[src/rtl/mem_wport_arbiter.sv]
// Round-robin arbiter sharing the memory write port and read port 1 between two
// requesters, with locked bursts, registered read responses and an address-range check.
module mem_wport_arbiter #(
    parameter int N_ELEMENTS = 128,
    parameter int ADDR_WIDTH = 16,
    parameter int DATA_WIDTH = 16,
    parameter int MAX_BURST  = 8
) (
    input  logic                  clk,
    input  logic                  rst,
    input  logic                  req_valid_0,
    input  logic                  req_we_0,
    input  logic                  req_lock_0,
    input  logic [ADDR_WIDTH-1:0] req_addr_0,
    input  logic [DATA_WIDTH-1:0] req_wdata_0,
    output logic                  req_ready_0,
    output logic                  rsp_valid_0,
    output logic [DATA_WIDTH-1:0] rsp_data_0,
    output logic                  rsp_err_0,
    input  logic                  req_valid_1,
    input  logic                  req_we_1,
    input  logic                  req_lock_1,
    input  logic [ADDR_WIDTH-1:0] req_addr_1,
    input  logic [DATA_WIDTH-1:0] req_wdata_1,
    output logic                  req_ready_1,
    output logic                  rsp_valid_1,
    output logic [DATA_WIDTH-1:0] rsp_data_1,
    output logic                  rsp_err_1,
    output logic [ADDR_WIDTH-1:0] mem_r_addr,
    input  logic [DATA_WIDTH-1:0] mem_r_data,
    output logic [ADDR_WIDTH-1:0] mem_w_addr,
    output logic [DATA_WIDTH-1:0] mem_w_data,
    output logic                  mem_w_en
);

    localparam int CNT_W = $clog2(MAX_BURST + 1);

    localparam logic [1:0] ST_NONE  = 2'd0;
    localparam logic [1:0] ST_LOCK0 = 2'd1;
    localparam logic [1:0] ST_LOCK1 = 2'd2;

    logic [1:0]            r_state;
    logic                  r_last_grant;
    logic [CNT_W-1:0]      r_burst_cnt;

    logic                  r_rsp_valid_0;
    logic                  r_rsp_err_0;
    logic [DATA_WIDTH-1:0] r_rsp_data_0;
    logic                  r_rsp_valid_1;
    logic                  r_rsp_err_1;
    logic [DATA_WIDTH-1:0] r_rsp_data_1;

    logic                  w_gnt_any;
    logic                  w_gnt_id;
    logic                  w_valid;
    logic                  w_we;
    logic                  w_lock;
    logic [ADDR_WIDTH-1:0] w_addr;
    logic [DATA_WIDTH-1:0] w_wdata;
    logic                  w_xfer;
    logic                  w_xfer_0;
    logic                  w_xfer_1;
    logic                  w_in_range;
    logic [CNT_W-1:0]      w_cnt_next;
    logic                  w_burst_done;

    // Owner keeps the grant while locked; otherwise the requester that did not win last goes first.
    always_comb begin
        w_gnt_any = 1'b0;
        w_gnt_id  = 1'b0;
        case (r_state)
            ST_LOCK0: begin
                w_gnt_any = 1'b1;
                w_gnt_id  = 1'b0;
            end
            ST_LOCK1: begin
                w_gnt_any = 1'b1;
                w_gnt_id  = 1'b1;
            end
            default: begin
                w_gnt_any = req_valid_0 | req_valid_1;
                if (req_valid_0 && req_valid_1)
                    w_gnt_id = ~r_last_grant;
                else
                    w_gnt_id = req_valid_1;
            end
        endcase
        if (!rst)
            w_gnt_any = 1'b0;
    end

    assign req_ready_0 = w_gnt_any & ~w_gnt_id;
    assign req_ready_1 = w_gnt_any &  w_gnt_id;

    assign w_valid = w_gnt_id ? req_valid_1 : req_valid_0;
    assign w_we    = w_gnt_id ? req_we_1    : req_we_0;
    assign w_lock  = w_gnt_id ? req_lock_1  : req_lock_0;
    assign w_addr  = w_gnt_id ? req_addr_1  : req_addr_0;
    assign w_wdata = w_gnt_id ? req_wdata_1 : req_wdata_0;

    assign w_xfer   = w_gnt_any & w_valid;
    assign w_xfer_0 = w_xfer & ~w_gnt_id;
    assign w_xfer_1 = w_xfer &  w_gnt_id;

    assign w_in_range   = ({1'b0, w_addr} < (ADDR_WIDTH + 1)'(N_ELEMENTS));
    assign w_cnt_next   = r_burst_cnt + 1'b1;
    assign w_burst_done = (w_cnt_next == CNT_W'(MAX_BURST));

    assign mem_r_addr = w_addr;
    assign mem_w_addr = w_addr;
    assign mem_w_data = w_wdata;
    assign mem_w_en   = w_xfer & w_we & w_in_range;

    always_ff @(posedge clk or negedge rst) begin
        if (!rst) begin
            r_state      <= ST_NONE;
            r_last_grant <= 1'b1;
            r_burst_cnt  <= '0;
        end else begin
            if (w_xfer)
                r_last_grant <= w_gnt_id;
            case (r_state)
                ST_LOCK0, ST_LOCK1: begin
                    if (!w_valid || !w_lock) begin
                        r_state     <= ST_NONE;
                        r_burst_cnt <= '0;
                    end else if (w_burst_done) begin
                        r_state     <= ST_NONE;
                        r_burst_cnt <= '0;
                    end else begin
                        r_burst_cnt <= w_cnt_next;
                    end
                end
                default: begin
                    if (w_xfer && w_lock && (MAX_BURST > 1)) begin
                        r_state     <= w_gnt_id ? ST_LOCK1 : ST_LOCK0;
                        r_burst_cnt <= CNT_W'(1);
                    end else begin
                        r_state     <= ST_NONE;
                        r_burst_cnt <= '0;
                    end
                end
            endcase
        end
    end

    // Read data is captured at the transfer edge, so it reflects memory before any write there.
    always_ff @(posedge clk or negedge rst) begin
        if (!rst) begin
            r_rsp_valid_0 <= 1'b0;
            r_rsp_err_0   <= 1'b0;
            r_rsp_data_0  <= '0;
            r_rsp_valid_1 <= 1'b0;
            r_rsp_err_1   <= 1'b0;
            r_rsp_data_1  <= '0;
        end else begin
            r_rsp_valid_0 <= w_xfer_0 & ~w_we;
            r_rsp_err_0   <= w_xfer_0 & ~w_in_range;
            if (w_xfer_0 && !w_we)
                r_rsp_data_0 <= w_in_range ? mem_r_data : '0;
            r_rsp_valid_1 <= w_xfer_1 & ~w_we;
            r_rsp_err_1   <= w_xfer_1 & ~w_in_range;
            if (w_xfer_1 && !w_we)
                r_rsp_data_1 <= w_in_range ? mem_r_data : '0;
        end
    end

    assign rsp_valid_0 = r_rsp_valid_0;
    assign rsp_err_0   = r_rsp_err_0;
    assign rsp_data_0  = r_rsp_data_0;
    assign rsp_valid_1 = r_rsp_valid_1;
    assign rsp_err_1   = r_rsp_err_1;
    assign rsp_data_1  = r_rsp_data_1;

endmodule

[config.mk]
export PLATFORM = sky130hd
export DESIGN_NAME = mem_wport_arbiter
export DESIGN_NICKNAME = d
export VERILOG_FILES = /design/src/rtl/mem_wport_arbiter.sv
export SDC_FILE = /design/constraint.sdc
export NUM_CORES = 1
export LEC_CHECK = 0
export BUFFER_PORTS_ARGS = -buffer_cell sky130_fd_sc_hd__buf_2
export CORE_MARGIN = 2
export CORE_UTILIZATION = 45
export DETAILED_ROUTE_END_ITERATION = 6
export GPL_TIMING_DRIVEN = 0
export PLACE_DENSITY = 0.86
export RECOVER_POWER = 25
export SLEW_MARGIN = 20
export SYNTH_ARGS = -nofsm -noshare
export SYNTH_HDL_FRONTEND = slang
export SYNTH_SLANG_ARGS = --single-unit
[constraint.sdc]
create_clock -name clk -period 5.3 [get_ports clk]
set_input_delay 0.265 -clock clk [delete_from_list [all_inputs] [get_ports clk]]
set_output_delay 0.265 -clock clk [all_outputs]
set_load 0.005 [all_outputs]
==> results of run 1 <==
==> cell families (layout without fill, tap and decap cells) <==
family | after synthesis | count (layout) | share of synthesized area, %
fa+ha+maj | 2 | 2 | 1.01
other cells | 0 | 1 | 0
simple gates | 86 | 86 | 17.9
flops | 43 | 43 | 43.4
mux | 33 | 33 | 15.0
compound gates | 44 | 44 | 11.3
xor+xnor | 2 | 2 | 0.705
buf+inv | 49 | 231 | 10.7
==> sequential cells by signal (all words and copies together), names as in the netlist <==
register and count:
rsp_valid_0 1, rsp_err_0 1, rsp_data_0 16, rsp_valid_1 1
r_last_grant 1, r_state 2, rsp_data_1 16, rsp_err_1 1
r_burst_cnt 4
==> final timing paths <==
kind,to,start
max in group asynchronous,r_burst_cnt[1],rst
hold / removal,rsp_data_1[0],mem_r_data[0]
setup reg to reg,r_last_grant,r_state[0]
setup / recovery,rsp_data_1[5],rst
hold reg to reg,rsp_data_0[14],rsp_data_0[14]
min in group asynchronous,rsp_valid_0,rst
==> layout by cell type, fill, tap and decap left out, types with 4 or more instances in the layout <==
master and n:
sky130_fd_sc_hd__buf_2 179, sky130_fd_sc_hd__dfrtp_1 42, sky130_fd_sc_hd__nand2_1 39, sky130_fd_sc_hd__nand3_1 22, sky130_fd_sc_hd__mux2_2 21, sky130_fd_sc_hd__inv_1 19, sky130_fd_sc_hd__o21ai_1 16, sky130_fd_sc_hd__buf_4 16
sky130_fd_sc_hd__mux2_1 12, sky130_fd_sc_hd__o21ai_2 9, sky130_fd_sc_hd__o21ai_0 8, sky130_fd_sc_hd__nor2_1 7, sky130_fd_sc_hd__and2_1 5, sky130_fd_sc_hd__clkbuf_8 5, sky130_fd_sc_hd__a21oi_1 4, sky130_fd_sc_hd__clkbuf_1 4
==> metrics by stage <==
stage	instance area, µm²	hold slack, ns
2_1_floorplan	2480	-0.0306
3_3_place_gp	3440	0.455
3_5_place_dp	3440	0.463
4_1_cts	3580	0.160
5_1_grt	3580	0.210
6_report	3580	0.198
==> worst min-delay path, cell delays in order <==
cell                      delay (ns)
sky130_fd_sc_hd__buf_2          0.09
sky130_fd_sc_hd__nand3_1        0.05
sky130_fd_sc_hd__o21ai_0        0.06
==> metal layers <==
metal,vias up,GRT usage [%]
met3,16,4.25
li1,1224,-
met5,-,0
met2,119,50.5
met4,0,9.12
met1,1201,28.3
==> power by group through the flow <==
| stage | Sequential [mW] | Clock [mW] | Combinational (mW) |
|---|---|---|---|
| 3_3_place_gp | 0.346 | 0 | 0.201 |
| 4_1_cts | 0.340 | 0.304 | 0.205 |
| 2_1_floorplan | 0.346 | 0 | 0.0985 |
| 5_1_grt | 0.341 | 0.319 | 0.223 |
| 3_5_place_dp | 0.347 | 0 | 0.204 |
| 6_report | 0.340 | 0.304 | 0.203 |
==> layout make-up <==
| cell class | count | area share, % |
|---|---|---|
| repair buffers | 174 | 24.3 |
| clock buffers | 5 | 1.92 |
| multi-input cells | 167 | 31.8 |
| flip-flops and latches | 43 | 30.1 |
| well taps | 72 | 2.51 |
| diodes | 1 | 0.0699 |
| inverters | 21 | 2.20 |
| clock inverters | 3 | 1.89 |
| plain buffers | 28 | 5.24 |
==> results.md, run 1 <==
* Io pins at about 180
* Final-layout setup total negative slack at 0 ns
* Aggregate global routing overflow at 0
* Kind of critical path: in -> reg
* Post-cts gate resize count at 0
* Portion of total power attributed to combinational logic at between 20% and 30%
* Clock insertion delay at the later pin of the skew report at approximately 0.30 ns
* Cell with the most instances on the worst path: sky130_fd_sc_hd__clkbuf_1
* Via density per instance at roughly 5.0
* Post-CTS repair timing setup buffer count at 0
* Post-placement worst setup slack at 2.63 ns
* Number of hold violations in the final report at 0
* Worst reg2reg path depth at 8
* Share of power burned in the clock network at approximately 36%
* Distinct cell type count after synthesis at 39
* Internal cell power at 0.631 mW
* Fill count at between 400 and 500
* Startpoint kind of the worst setup timing path: input pin
* WP buf/inv at 2
* Cell with the largest stage delay on the worst path: sky130_fd_sc_hd__clkbuf_1
* Flop2flop setup slack at 3.06 ns
* Ordered cell list for the critical path: clkbuf_1 > nand2_1 > nor4_2 > clkbuf_1 > o21ai_0
* Cell depth of the worst setup path at 5
* Synth top area share at between 40% and 50%
* Relative slew slack at -62.1%
* Clock buffer depth at 2
* First-pass detailed-route iteration total at 4
* Iteration-0 DRC Markers at 110
* Buffer type at the clock tree root: sky130_fd_sc_hd__clkbuf_8
* Fraction of layout cells with a size suffix above 1 at roughly 56%
* Post-synthesis area per instance at approximately 9.6 µm²
* WL met3 at 514 µm
* Routed length per placed instance at around 15 µm
* FF+latch count, synth at 43
* Tmin final at about 3.4 ns
* Warnings, synthesis at 0
* Share of synthesized flip-flops with an asynchronous set or reset at between 90% and 100%
* Final worst setup slack at 1.93 ns
* Arrival @ worst endpoint at 3.53 ns
* Layout Skew at about 0.0048 ns
* Cell count after placement at around 510
* Sequential group share of total power at between 40 and 50%
* Category of the worst setup path capture point: register
* Syn Nets at about 350
* Uppermost layer routed: met4
* Count of final max-slew check failures at between 40 and 50
* Multi-input gate area at 1140 µm²
* Wire length of the first global-routing pass at between 10,000 and 15,000 µm
* Failing checks: max-capacitance violations, max-slew violations
* Placer's final routability congestion estimate at just under 0.9
* Final cell count without fillers at roughly 500
* Proportion of synthesized chip area in sequential cells at about 43%
* Number of buffers added to fix hold violations after cts at 0
* Number of enable flip-flop cells after synthesis at 0
* Commonest register cell after synthesis: sky130_fd_sc_hd__dfrtp_1
* Routed wl met2 at between 4000 and 5000 µm
* Max-cap viol count at 1
* Total power after layout at between 0.8 and 0.9 mW
* Synth area leader: sky130_fd_sc_hd__dfrtp_1
* Switching power total at roughly 0.22 mW
* Total standard cell area after synthesis at approximately 2500 µm²
* Setup repair after global routing missed its margin: no
* Hold Crit Depth at 3
* Starting Density at a little under half
* Number of antenna-violating nets in the routed design at 0
* Buffers on Ports at around 170
* Total routed wire length on the met1 layer at between 2000 and 3000 µm
* TritonCTS clock tree: yes
* Number of CTS-inserted buffers at 5
* Top post-synthesis cells by area: sky130_fd_sc_hd__dfrtp_1 (42%), sky130_fd_sc_hd__mux2_2 (9.5%), sky130_fd_sc_hd__nand2_1 (5.9%)
* Std-Cell Core Area at 5410 µm²
* Largest net degree at the start of global routing at 49
* Pwr/cell area at approximately 240 nW/µm²
* Most common cell in the netlist: sky130_fd_sc_hd__dfrtp_1
* Post-synth top cells: sky130_fd_sc_hd__dfrtp_1 (42), sky130_fd_sc_hd__nand2_1 (39), sky130_fd_sc_hd__nand3_1 (22)
* Number of nets in the final layout at 530
* Die outline width at about 78 µm
* Crit path max fanout at 48
* Die height at slightly below 80 µm
* CTS H-tree lvls at 2
* Classification of the worst-slack hold path: in -> reg
* # rows at 27
* Post-layout utilization of the core at between 60 and 70%
* Total routing resource utilization after global routing at a little over a quarter
* Post-synthesis to final-layout area growth at 44.2%
* Die area at 6130 µm²
* Final count of negative-setup-slack endpoints at 0
* Register cell area after layout at about 1100 µm²
* Critical Path Max Stage Delay at between 1.5 and 2 ns
* Count of vias placed by the detailed router at 2,560
* Slew at the pin with the worst max-slew slack at 2.43 ns
* Sink Count at 43
* Leak pwr at between 1.5 and 2 nW
* Number of antenna violations at the first check in global routing at 1
* Detailed Place HPWL at about 6300 µm
* Highest ir drop seen on vdd at roughly 0.15 mV
* Required time at the worst-slack endpoint at roughly 5.5 ns
* Number of global-route vias before repair at ~2.7k
* Result of the run: finished with violations
* Peak Freq at 297 MHz
* Number of remaining DRC errors at 0
* Post-Synthesis Cells at about 260
* Total length of routed wires at between 7000 and 8000 µm
* Clk pin slew, worst setup/hold paths at approximately 0.080 ns
* Fin crit share at between 60% and 70%
* Cell class contributing the biggest share of worst-path delay: buffers and inverters
* Switching share of power at between 20% and 30%
Note: power is estimated with default switching activity, not from simulation.
==> run 2, diff against run 1 <==
- CORE_UTILIZATION: 45 -> 41
- PLACE_DENSITY: 0.86 -> 0.79
- clock period: 5.3 -> 3.4 ns (I/O delays scaled with it)
==> run 2 against run 1 <==
The run now ends clean. Clock power up 2%. Sequential share of layout area increased by 0.31 points. Register-to-register slack worse by 2.0 ns. Sequential power up 56%. Global-route usage decreased by 3.1 points. Power rose by 37%. Combinational power grew 56%. Core utilization shrank 6.0 points. Critical path type is now reg -> out. Largest power group unchanged.
==> results.md, run 2 (synthesis results as in run 1) <==
* Portion of total power attributed to combinational logic at 27.4% (+3.4 points)
* Result of the run: finished, final reports clean
* Wire length of the first global-routing pass at 11,600 µm (-7.5%)
* Die height at 81.8 µm (+4.5%)
* First-pass detailed-route iteration total at 4 (unchanged)
* Critical Path Max Stage Delay at 0.40 ns (-1.30 ns)
* Most frequent cells in the layout: sky130_fd_sc_hd__buf_2 (179), sky130_fd_sc_hd__dfrtp_1 (42), sky130_fd_sc_hd__nand2_1 (39), sky130_fd_sc_hd__nand3_1 (22), sky130_fd_sc_hd__mux2_2 (21)
* Share of power burned in the clock network at 26.8% (-9.1 points)
* Pwr/cell area at 327 nW/µm² (+38%)
* Startpoint kind of the worst setup timing path: register
* Placer's final routability congestion estimate at 0.910 (+5.2%)
* Largest net degree at the start of global routing at 49 (unchanged)
* Setup repair after global routing missed its margin: no
* Startpoint of the lowest-slack register-to-register path: r_state[1]
* Slew at the pin with the worst max-slew slack at 0.662 ns (-1.77 ns)
* Kind of critical path: reg -> out
* CTS H-tree lvls at 2 (unchanged)
* Sequential group share of total power at 45.8% (+5.6 points)
* Switching power total at 0.322 mW (+49%)
* Post-CTS repair timing setup buffer count at 0 (unchanged)
* Number of remaining DRC errors at 0 (unchanged)
* Post-cts gate resize count at 0 (unchanged)
* Post-synthesis to final-layout area growth at 42.8%
* Die area at 6700 µm² (+9.2%)
* TritonCTS clock tree: yes
* Destination of the worst register-to-register timing path: r_last_grant
* Number of antenna-violating nets in the routed design at 0 (unchanged)
* Category of the worst setup path capture point: output port
* Cell with the most instances on the worst path: sky130_fd_sc_hd__buf_2
* Internal cell power at 0.836 mW (+32%)
* Detailed Place HPWL at 6200 µm (-1.8%)
* Number of hold violations in the final report at 0 (unchanged)
* Leak pwr at 1.90 nW (-0.80%)
* Flop2flop setup slack at 1.10 ns (-1.96 ns)
* Buffer type at the clock tree root: sky130_fd_sc_hd__clkbuf_8
* Total routing resource utilization after global routing at 23.0% (-3.1 points)
* Starting Density at 42.2% (-3.8 points)
* Arrival @ worst endpoint at 2.81 ns (-0.72 ns)
* Clock buffer depth at 2 (unchanged)
* Fraction of layout cells with a size suffix above 1 at 55.4% (-0.13 points)
* Ordered cell list for the critical path: ha_1 > and2_1 > a21oi_1 > buf_2 > buf_2 > mux2_1 > buf_4 > buf_2
* Buffers on Ports at 174 (unchanged)
* Cell with the largest stage delay on the worst path: sky130_fd_sc_hd__dfrtp_1
* Final-layout setup total negative slack at 0 ns (unchanged)
* Switching share of power at 27.8% (+2.4 points)
* Via density per instance at 4.95 (-0.66%)
* Die outline width at 81.8 µm (+4.5%)
* Relative slew slack at 55.8% (+120 points)
* Cell class contributing the biggest share of worst-path delay: buffers and inverters
* Max-cap viol count at 0 (-1)
* Number of antenna violations at the first check in global routing at 0 (-1)
* Number of global-route vias before repair at 2,525 (-7.1%)
* Layout Skew at 0.00433 ns (-0.000433 ns)
* Peak Freq at 336 MHz
* Hold Slack at 0.124 ns (-0.0744 ns)
* WHS Endpoint: rsp_data_0[15]
* WP buf/inv at 4 (+2)
* Classification of the worst-slack hold path: in -> reg
* Crit path max fanout at 10 (-79%)
* Io pins at 175 (unchanged)
* Min-delay src: mem_r_data[15]
* Aggregate global routing overflow at 0 (unchanged)
* # rows at 28 (+3.7%)
* Commonest non-fill, non-tap cell in the layout: sky130_fd_sc_hd__buf_2
* Tmin final at between 2 and 3 ns
* Routed length per placed instance at 14.6 µm (-3.9%)
* Count of final max-slew check failures at 0 (-100%)
* Final count of negative-setup-slack endpoints at 0 (unchanged)
* Number of nets in the final layout at 531 (+0.19%)
* Hold Crit Depth at 3 (unchanged)
* Required time at the worst-slack endpoint at 3.23 ns (-2.24 ns)
* Sink Count at 43 (unchanged)
* Clock insertion delay at the later pin of the skew report at 0.29 ns (about the same)
* Iteration-0 DRC Markers at 99 (-10%)
* Highest ir drop seen on vdd at 0.255 mV (+67%)
* Std-Cell Core Area at 5890 µm² (+8.9%)
* Total length of routed wires at 7530 µm (-3.3%)
* Count of vias placed by the detailed router at 2,558 (-0.078%)
* Clk pin slew, worst setup/hold paths at 0.08 ns (about the same)
* Fin crit share at 87.5%
* Number of CTS-inserted buffers at 5 (unchanged)
* Worst reg2reg path depth at 7 (-1)
* Ant diodes at 0 (-1)
[run 2: final cells by class]
class / count / area [µm²]
Timing Repair Buffer: 175 / 883
Inverter: 21 / 78.8
Clock buffer: 6 / 72.6
Fill cell: 510 / 2340
Tap cell: 75 / 93.8
Multi-Input combinational cell: 167 / 1140
Buffer: 28 / 188
Sequential cell: 43 / 1080
Clock inverter: 2 / 12.5
[run 2: worst max path at each step]
stage / start / cells past startpoint / slack, ns / endpoint
final: r_state[1] / 8 / 0.42 / mem_w_addr[11]
after CTS: r_state[1] / 8 / 0.41 / mem_w_addr[11]
after global routing: r_state[0] / 9 / 0.24 / mem_w_addr[11]
after floorplan: r_state[0] / 8 / 1.22 / mem_w_addr[11]
after global placement: r_state[0] / 9 / 0.69 / mem_w_addr[11]
after detailed placement: r_state[1] / 8 / 0.74 / mem_w_addr[11]
[run 2: layer usage]
layer / track usage [%] / wire, µm / vias up / share of wire, %
met2: 43.1 / 4020 / 138 / 53
met4: 7.00 / 104 / 0 / 1.4
met3: 5.38 / 727 / 10 / 9.7
met1: 25.5 / 2680 / 1182 / 36
met5: 0 / 0 / - / 0
li1: - / - / 1228 / -
[run 2: tightest hold or removal path, stage by stage]
cell and delay [ns]:
sky130_fd_sc_hd__buf_2 0.10, sky130_fd_sc_hd__nand2_1 0.06, sky130_fd_sc_hd__o21ai_2 0.05
[run 2: through the flow]
stage          utilization (%)  total power, mW  std cells  instance area, µm²  setup WS [ns]
4_1_cts                   60.0             1.17        516                3530          0.406
3_3_place_gp              58.6            0.854        508                3450          0.690
6_report                  60.2             1.16        517                3550          0.425
2_1_floorplan                -            0.693        259                2480           1.22
3_5_place_dp              58.6            0.858        508                3450          0.739
5_1_grt                   60.2             1.21        517                3550          0.242
[run 2: power groups by stage]
| stage | Sequential (mW) | Clock (mW) | Combinational (mW) |
|---|---|---|---|
| after floorplan | 0.540 | 0 | 0.154 |
| after global placement | 0.540 | 0 | 0.314 |
| after detailed placement | 0.540 | 0 | 0.317 |
| after CTS | 0.530 | 0.318 | 0.319 |
| after global routing | 0.532 | 0.336 | 0.347 |
| final | 0.530 | 0.311 | 0.317 |
[run 2: timing repair]
action / in CTS / in global routing
endpoints found under the setup margin: 0 / 0
endpoints found under the hold margin: 0 / 42
hold buffers: 0 / 1
